File: src/rtl/rotary_quadrature_decoder_if.sv
// Dial-side bus of one rotary quadrature decoder: raw pins and clear in, position/step/error out.
interface rotary_quadrature_decoder_if #(
  parameter int COUNT_WIDTH = 8
);
  logic [1:0]             dial_in;
  logic                   clear;
  logic [COUNT_WIDTH-1:0] position;
  logic                   step_valid;
  logic                   step_dir;
  logic                   error_pulse;
  logic [7:0]             error_count;

  modport master (
    output dial_in, clear,
    input  position, step_valid, step_dir, error_pulse, error_count
  );

  modport slave (
    input  dial_in, clear,
    output position, step_valid, step_dir, error_pulse, error_count
  );
endinterface

File: src/rtl/rotary_quadrature_decoder.sv
// Debounced quadrature dial decoder: signed detent position, per-detent step pulses, illegal-move count.
// Latency: step_valid rises DEBOUNCE_CYCLES+1 edges after the synchronised input changes; no backpressure.
module rotary_quadrature_decoder #(
  parameter int DEBOUNCE_CYCLES  = 500,
  parameter int COUNT_WIDTH      = 8,
  parameter int STEPS_PER_DETENT = 4
) (
  input logic                         clock,
  input logic                         reset,
  rotary_quadrature_decoder_if.slave  dial
);
  localparam logic [15:0]            CNT_LAST = 16'(DEBOUNCE_CYCLES - 1);
  localparam logic signed [3:0]      SUB_MAX  = 4'(STEPS_PER_DETENT - 1);
  localparam logic signed [3:0]      SUB_MIN  = 4'(1 - STEPS_PER_DETENT);
  localparam logic [COUNT_WIDTH-1:0] POS_ONE  = COUNT_WIDTH'(1);

  logic [1:0]             sync1;
  logic [1:0]             s;
  logic [1:0]             s_prev;
  logic [1:0]             stable;
  logic [15:0]            cnt;
  logic                   primed;
  logic signed [3:0]      sub;
  logic [COUNT_WIDTH-1:0] position_q;
  logic                   step_valid_q;
  logic                   step_dir_q;
  logic                   error_pulse_q;
  logic [7:0]             error_count_q;

  logic       steady;
  logic       terminal;
  logic       accept;
  logic [1:0] move;
  logic       fwd;
  logic       bwd;
  logic       illegal;

  // Position of a Gray code along the clockwise cycle 00 -> 01 -> 11 -> 10.
  function automatic logic [1:0] gray_idx(input logic [1:0] g);
    case (g)
      2'b00:   return 2'd0;
      2'b01:   return 2'd1;
      2'b11:   return 2'd2;
      default: return 2'd3;
    endcase
  endfunction

  always_comb begin
    steady   = (s == s_prev);
    terminal = steady && (cnt == CNT_LAST);
    accept   = terminal && (s != stable);
    move     = gray_idx(s) - gray_idx(stable);
    fwd      = (move == 2'd1);
    bwd      = (move == 2'd3);
    illegal  = (move == 2'd2);
  end

  always_ff @(posedge clock) begin
    if (reset) begin
      sync1         <= '0;
      s             <= '0;
      s_prev        <= '0;
      stable        <= '0;
      cnt           <= '0;
      primed        <= 1'b0;
      sub           <= '0;
      position_q    <= '0;
      step_valid_q  <= 1'b0;
      step_dir_q    <= 1'b0;
      error_pulse_q <= 1'b0;
      error_count_q <= '0;
    end else begin
      step_valid_q  <= 1'b0;
      error_pulse_q <= 1'b0;
      sync1         <= dial.dial_in;
      s             <= sync1;
      s_prev        <= s;

      // Before priming the counter also runs while s matches the reset value,
      // so a dial resting at 00 still primes.
      if (!steady || (primed && s == stable) || terminal)
        cnt <= '0;
      else
        cnt <= cnt + 16'd1;

      if (terminal && !primed) begin
        primed <= 1'b1;
        stable <= s;
      end else if (accept) begin
        stable <= s;
        if (illegal) begin
          error_pulse_q <= 1'b1;
          sub           <= '0;
          if (error_count_q != 8'hFF)
            error_count_q <= error_count_q + 8'd1;
        end else if (!dial.clear) begin
          if (fwd) begin
            if (sub == SUB_MAX) begin
              sub          <= '0;
              position_q   <= position_q + POS_ONE;
              step_valid_q <= 1'b1;
              step_dir_q   <= 1'b1;
            end else begin
              sub <= sub + 4'sd1;
            end
          end else if (bwd) begin
            if (sub == SUB_MIN) begin
              sub          <= '0;
              position_q   <= position_q - POS_ONE;
              step_valid_q <= 1'b1;
              step_dir_q   <= 1'b0;
            end else begin
              sub <= sub - 4'sd1;
            end
          end
        end
      end

      if (dial.clear) begin
        position_q <= '0;
        sub        <= '0;
      end
    end
  end

  assign dial.position    = position_q;
  assign dial.step_valid  = step_valid_q;
  assign dial.step_dir    = step_dir_q;
  assign dial.error_pulse = error_pulse_q;
  assign dial.error_count = error_count_q;
endmodule

File: src/flat_wrapper.sv
// flat-port wrapper written by rule: the top's interface ports become plain ports
module rotary_quadrature_decoder_flat 
#(
  parameter int DEBOUNCE_CYCLES  = 500,
  parameter int COUNT_WIDTH      = 8,
  parameter int STEPS_PER_DETENT = 4
)
  (clock, reset, dial_dial_in, dial_clear, dial_position, dial_step_valid, dial_step_dir, dial_error_pulse, dial_error_count);
  rotary_quadrature_decoder_if #(.COUNT_WIDTH(COUNT_WIDTH)) dial_i ();
  input logic clock;
  input logic reset;
  input wire logic [$bits(dial_i.dial_in)-1:0] dial_dial_in;
  input wire logic [$bits(dial_i.clear)-1:0] dial_clear;
  output wire logic [$bits(dial_i.position)-1:0] dial_position;
  output wire logic [$bits(dial_i.step_valid)-1:0] dial_step_valid;
  output wire logic [$bits(dial_i.step_dir)-1:0] dial_step_dir;
  output wire logic [$bits(dial_i.error_pulse)-1:0] dial_error_pulse;
  output wire logic [$bits(dial_i.error_count)-1:0] dial_error_count;
  assign dial_i.dial_in = dial_dial_in;
  assign dial_i.clear = dial_clear;
  assign dial_position = dial_i.position;
  assign dial_step_valid = dial_i.step_valid;
  assign dial_step_dir = dial_i.step_dir;
  assign dial_error_pulse = dial_i.error_pulse;
  assign dial_error_count = dial_i.error_count;
  rotary_quadrature_decoder #(.DEBOUNCE_CYCLES(DEBOUNCE_CYCLES), .COUNT_WIDTH(COUNT_WIDTH), .STEPS_PER_DETENT(STEPS_PER_DETENT)) u_core (.clock(clock), .reset(reset), .dial(dial_i));
endmodule
File: config.mk
export PLATFORM = sky130hd
export DESIGN_NAME = rotary_quadrature_decoder_flat
export DESIGN_NICKNAME = d
export VERILOG_FILES = /design/src/rtl/rotary_quadrature_decoder_if.sv /design/src/rtl/rotary_quadrature_decoder.sv /design/src/flat_wrapper.sv
export SDC_FILE = /design/constraint.sdc
export NUM_CORES = 1
export LEC_CHECK = 0
export BUFFER_PORTS_ARGS = -buffer_cell sky130_fd_sc_hd__buf_2
export CAP_MARGIN = 5
export CELL_PAD_IN_SITES_DETAIL_PLACEMENT = 1
export CELL_PAD_IN_SITES_GLOBAL_PLACEMENT = 1
export CORE_MARGIN = 4
export CORE_UTILIZATION = 41
export DETAILED_ROUTE_END_ITERATION = 7
export GPL_TIMING_DRIVEN = 0
export PLACE_DENSITY_LB_ADDON = 0.1
export SLEW_MARGIN = 20
export SYNTH_ARGS = -nofsm -noshare
export SYNTH_HDL_FRONTEND = slang
export SYNTH_SLANG_ARGS = --single-unit
File: constraint.sdc
create_clock -name clock -period 3.2 [get_ports clock]
set_clock_uncertainty 0.1 [all_clocks]
set_input_delay 0.32 -clock clock [delete_from_list [all_inputs] [get_ports clock]]
set_output_delay 0.32 -clock clock [all_outputs]
set_load 0.05 [all_outputs]
==> out/results.ini <==
[cells_and_area]
area_growth_pct=17.4
fin_nets=339
final_cells=392
diodes=0
post-route-cell-area_um2=2990
fin_util=0.501
final_layout_size_suffix_gt1_frac=0.218

[clock_network]
clk_pin_slew_ns=0.10
clk_latency_ns=0.31
clock_path_buffers=2
cts_num_sinks=48
cts_inserted_buffers=5
cts_tree=yes
cts_max_level=2
cts_root_buf=clkbuf_8

[setup_path]
start_kind=register
r2r-start=u_core.stable[0]
ff2ff_setup_slack_ns=0.14
crit_path_start=u_core.stable[0]
rr_worst_depth=13
worstPathRequired_ns=3.35
cp-endpoint=u_core.dial.position[7]
cp-end-kind=register
r2r_end=u_core.dial.position[7]
criticalPathCategory=register to register
cp.arrival_ns=3.20
critPathMaxFanout=12

[synth]
async_flop_share=0
syn_area_um2=2540
syn_avg_cell_area_um2=9.02
yosys_warnings=0
synthCells=282
synth_most_common_cell=dfxtp_1
synth_fp_nets=305
ys_types=51
yosysSeqAreaShare=0.378
synth_common_cells=dfxtp_1, nor2_1, nand2_1
synth_edf_count=0
synth_largest_type_area_fraction=0.378
synth_seq_cells=48
ys_top_cells_by_area=dfxtp_1, ha_1, xor2_1
yosysTopAreaCell=dfxtp_1
synth_ff_type=dfxtp_1

[run]
cap_violations=0

[detailed_routing]
routed_via_density=5.09
totalWireLength_um=5530
drt-initial-drc-count=33
vias=1997
route.detailed.drc=0
post_drt_wl_per_cell_um=14.1
drt_pre_antenna_iters=4
final_antenna_net_count=0

[placement]
dp.cells=380
post-place-ws_ns=-0.312
gp_congestion=0.744
numPortBuffers=23
placed_cell_area_um2=2760
dp_hpwl_um=3990

[global_routing]
grt_first_pass_wirelength_um=9560
antenna_found_initial=0
grt_max_degree=16
grt_pass1_vias=1987
grt_usage=0.160
overflow=0

[floorplan]
core_um2=5960
die_h_um=86.8
dieWidth_um=86.8
io_pins=24
dieArea_um2=7530
initial_utilization=0.427
row_count=28

[hold_path]
hold_path.class=primary input to register

[sta]
max_freq_ghz=0.327
setup_tns_ns=0
slew_headroom=0.600
worstMarginPinSlew_ns=0.596
rsz0062_at_grt=yes
min_period_over_period=0.955
drv_slew=0
hold_viol_final=0
finalHoldWorstSlack_ns=0.119
finalSetupViolCount=0
setup_ws_ns=0.143
layout_min_cycle_time_ns=3.06

[run_status]
run_status=complete, no violations

[pwr]
power.leakage_nw=1.17
p_total_mw=1.08
p_per_area_nw_per_um2=363
irDropWorstVdd_mv=0.243

## registers in the layout, indices dropped and copies added (netlist names)
| register | count |
|---|---|
| u_core.stable | 2 |
| u_core.dial.error_count | 8 |
| u_core.sync1 | 2 |
| u_core.cnt | 16 |
| u_core.primed | 1 |
| u_core.s | 2 |
| u_core.dial.step_valid | 1 |
| u_core.dial.position | 8 |
| u_core.sub | 4 |
| u_core.s_prev | 2 |
| u_core.dial.step_dir | 1 |
| u_core.dial.error_pulse | 1 |
## area by class of cell
| type | instances | area, um^2 |
|---|---|---|
| clock buffers | 6 | 82.6 |
| clock inverters | 2 | 15.0 |
| flip-flops and latches | 48 | 967 |
| plain buffers | 6 | 27.5 |
| repair buffers | 27 | 145 |
| multi-input cells | 213 | 1590 |
| well taps | 75 | 93.8 |
| inverters | 15 | 68.8 |
| fillers | 712 | 2970 |
## routing by layer
| metal | track usage | vias up | wire length, um |
|---|---|---|---|
| li1 | - | 1045 | - |
| met1 | 0.211 | 929 | 2660 |
| met2 | 0.257 | 17 | 2610 |
| met3 | 0.0428 | 6 | 192 |
| met4 | 0.0425 | 0 | 65 |
| met5 | 0 | - | 0 |
## worst min path at each step
stage	to	depth (start not counted)	from	slack, ns
final	u_core.sync1[1]	2	dial_dial_in[1]	0.12
after global routing	u_core.sync1[1]	2	dial_dial_in[1]	0.11
after detailed placement	u_core.s[1]	1	u_core.sync1[1]	0.34
after global placement	u_core.s[0]	1	u_core.sync1[0]	0.32
after CTS	u_core.sync1[1]	2	dial_dial_in[1]	0.11
after floorplan	u_core.s[0]	1	u_core.sync1[0]	0.31
## worst max-delay path: stages (launching register included)
cell and delay, ns:
dfxtp_2 0.34, buf_4 0.14, ha_1 0.18, nor2_1 0.08
xnor3_2 0.45, and2_4 0.19, clkinv_8 0.09, ha_4 0.21
a21o_1 0.21, a221oi_4 0.33, o21ai_2 0.09, xnor2_1 0.13
or3_1 0.32, a21oi_2 0.13
## what timing repair did
action | in CTS | in global routing
setup endpoints to repair | 2 | 2
buffers inserted | 3 | 1
endpoints found under the hold margin | 0 | 0
pin swaps | 3 | 1
hold buffers | 0 | 0
gates cloned | 0 | 0
gates resized for setup | 9 | 6
## cells in the final DEF, fill, tap and decap left out, drive strengths merged, types with 6 or more instances in the layout
cell type	count
a21oi	16
buf	29
clkbuf	10
dfxtp	48
ha	17
inv	14
mux2i	7
nand2	21
nand3	17
nand4	8
nor2	42
nor2b	6
o21ai	7
xnor2	10
xor2	18
## logic make-up (layout without fill, tap and decap cells)
kind of cell    count (synthesis)  count (layout)  share of synthesized area
mux                             8               8                     0.0364
buf+inv                        21              56                     0.0334
compound gates                 38              38                     0.0935
xor+xnor                       29              29                      0.106
fa+ha+maj                      18              18                     0.0915
flops                          48              48                      0.378
simple gates                  120             120                      0.262
## report_power, final
| group | total (mW) | switching [mW] | internal [mW] |
|---|---|---|---|
| Clock | 0.392 | 0.217 | 0.175 |
| Combinational | 0.0836 | 0.0497 | 0.0338 |
| Sequential | 0.607 | 0.00515 | 0.602 |
| Total | 1.08 | 0.272 | 0.811 |
Note: power is estimated with default switching activity, not from simulation.
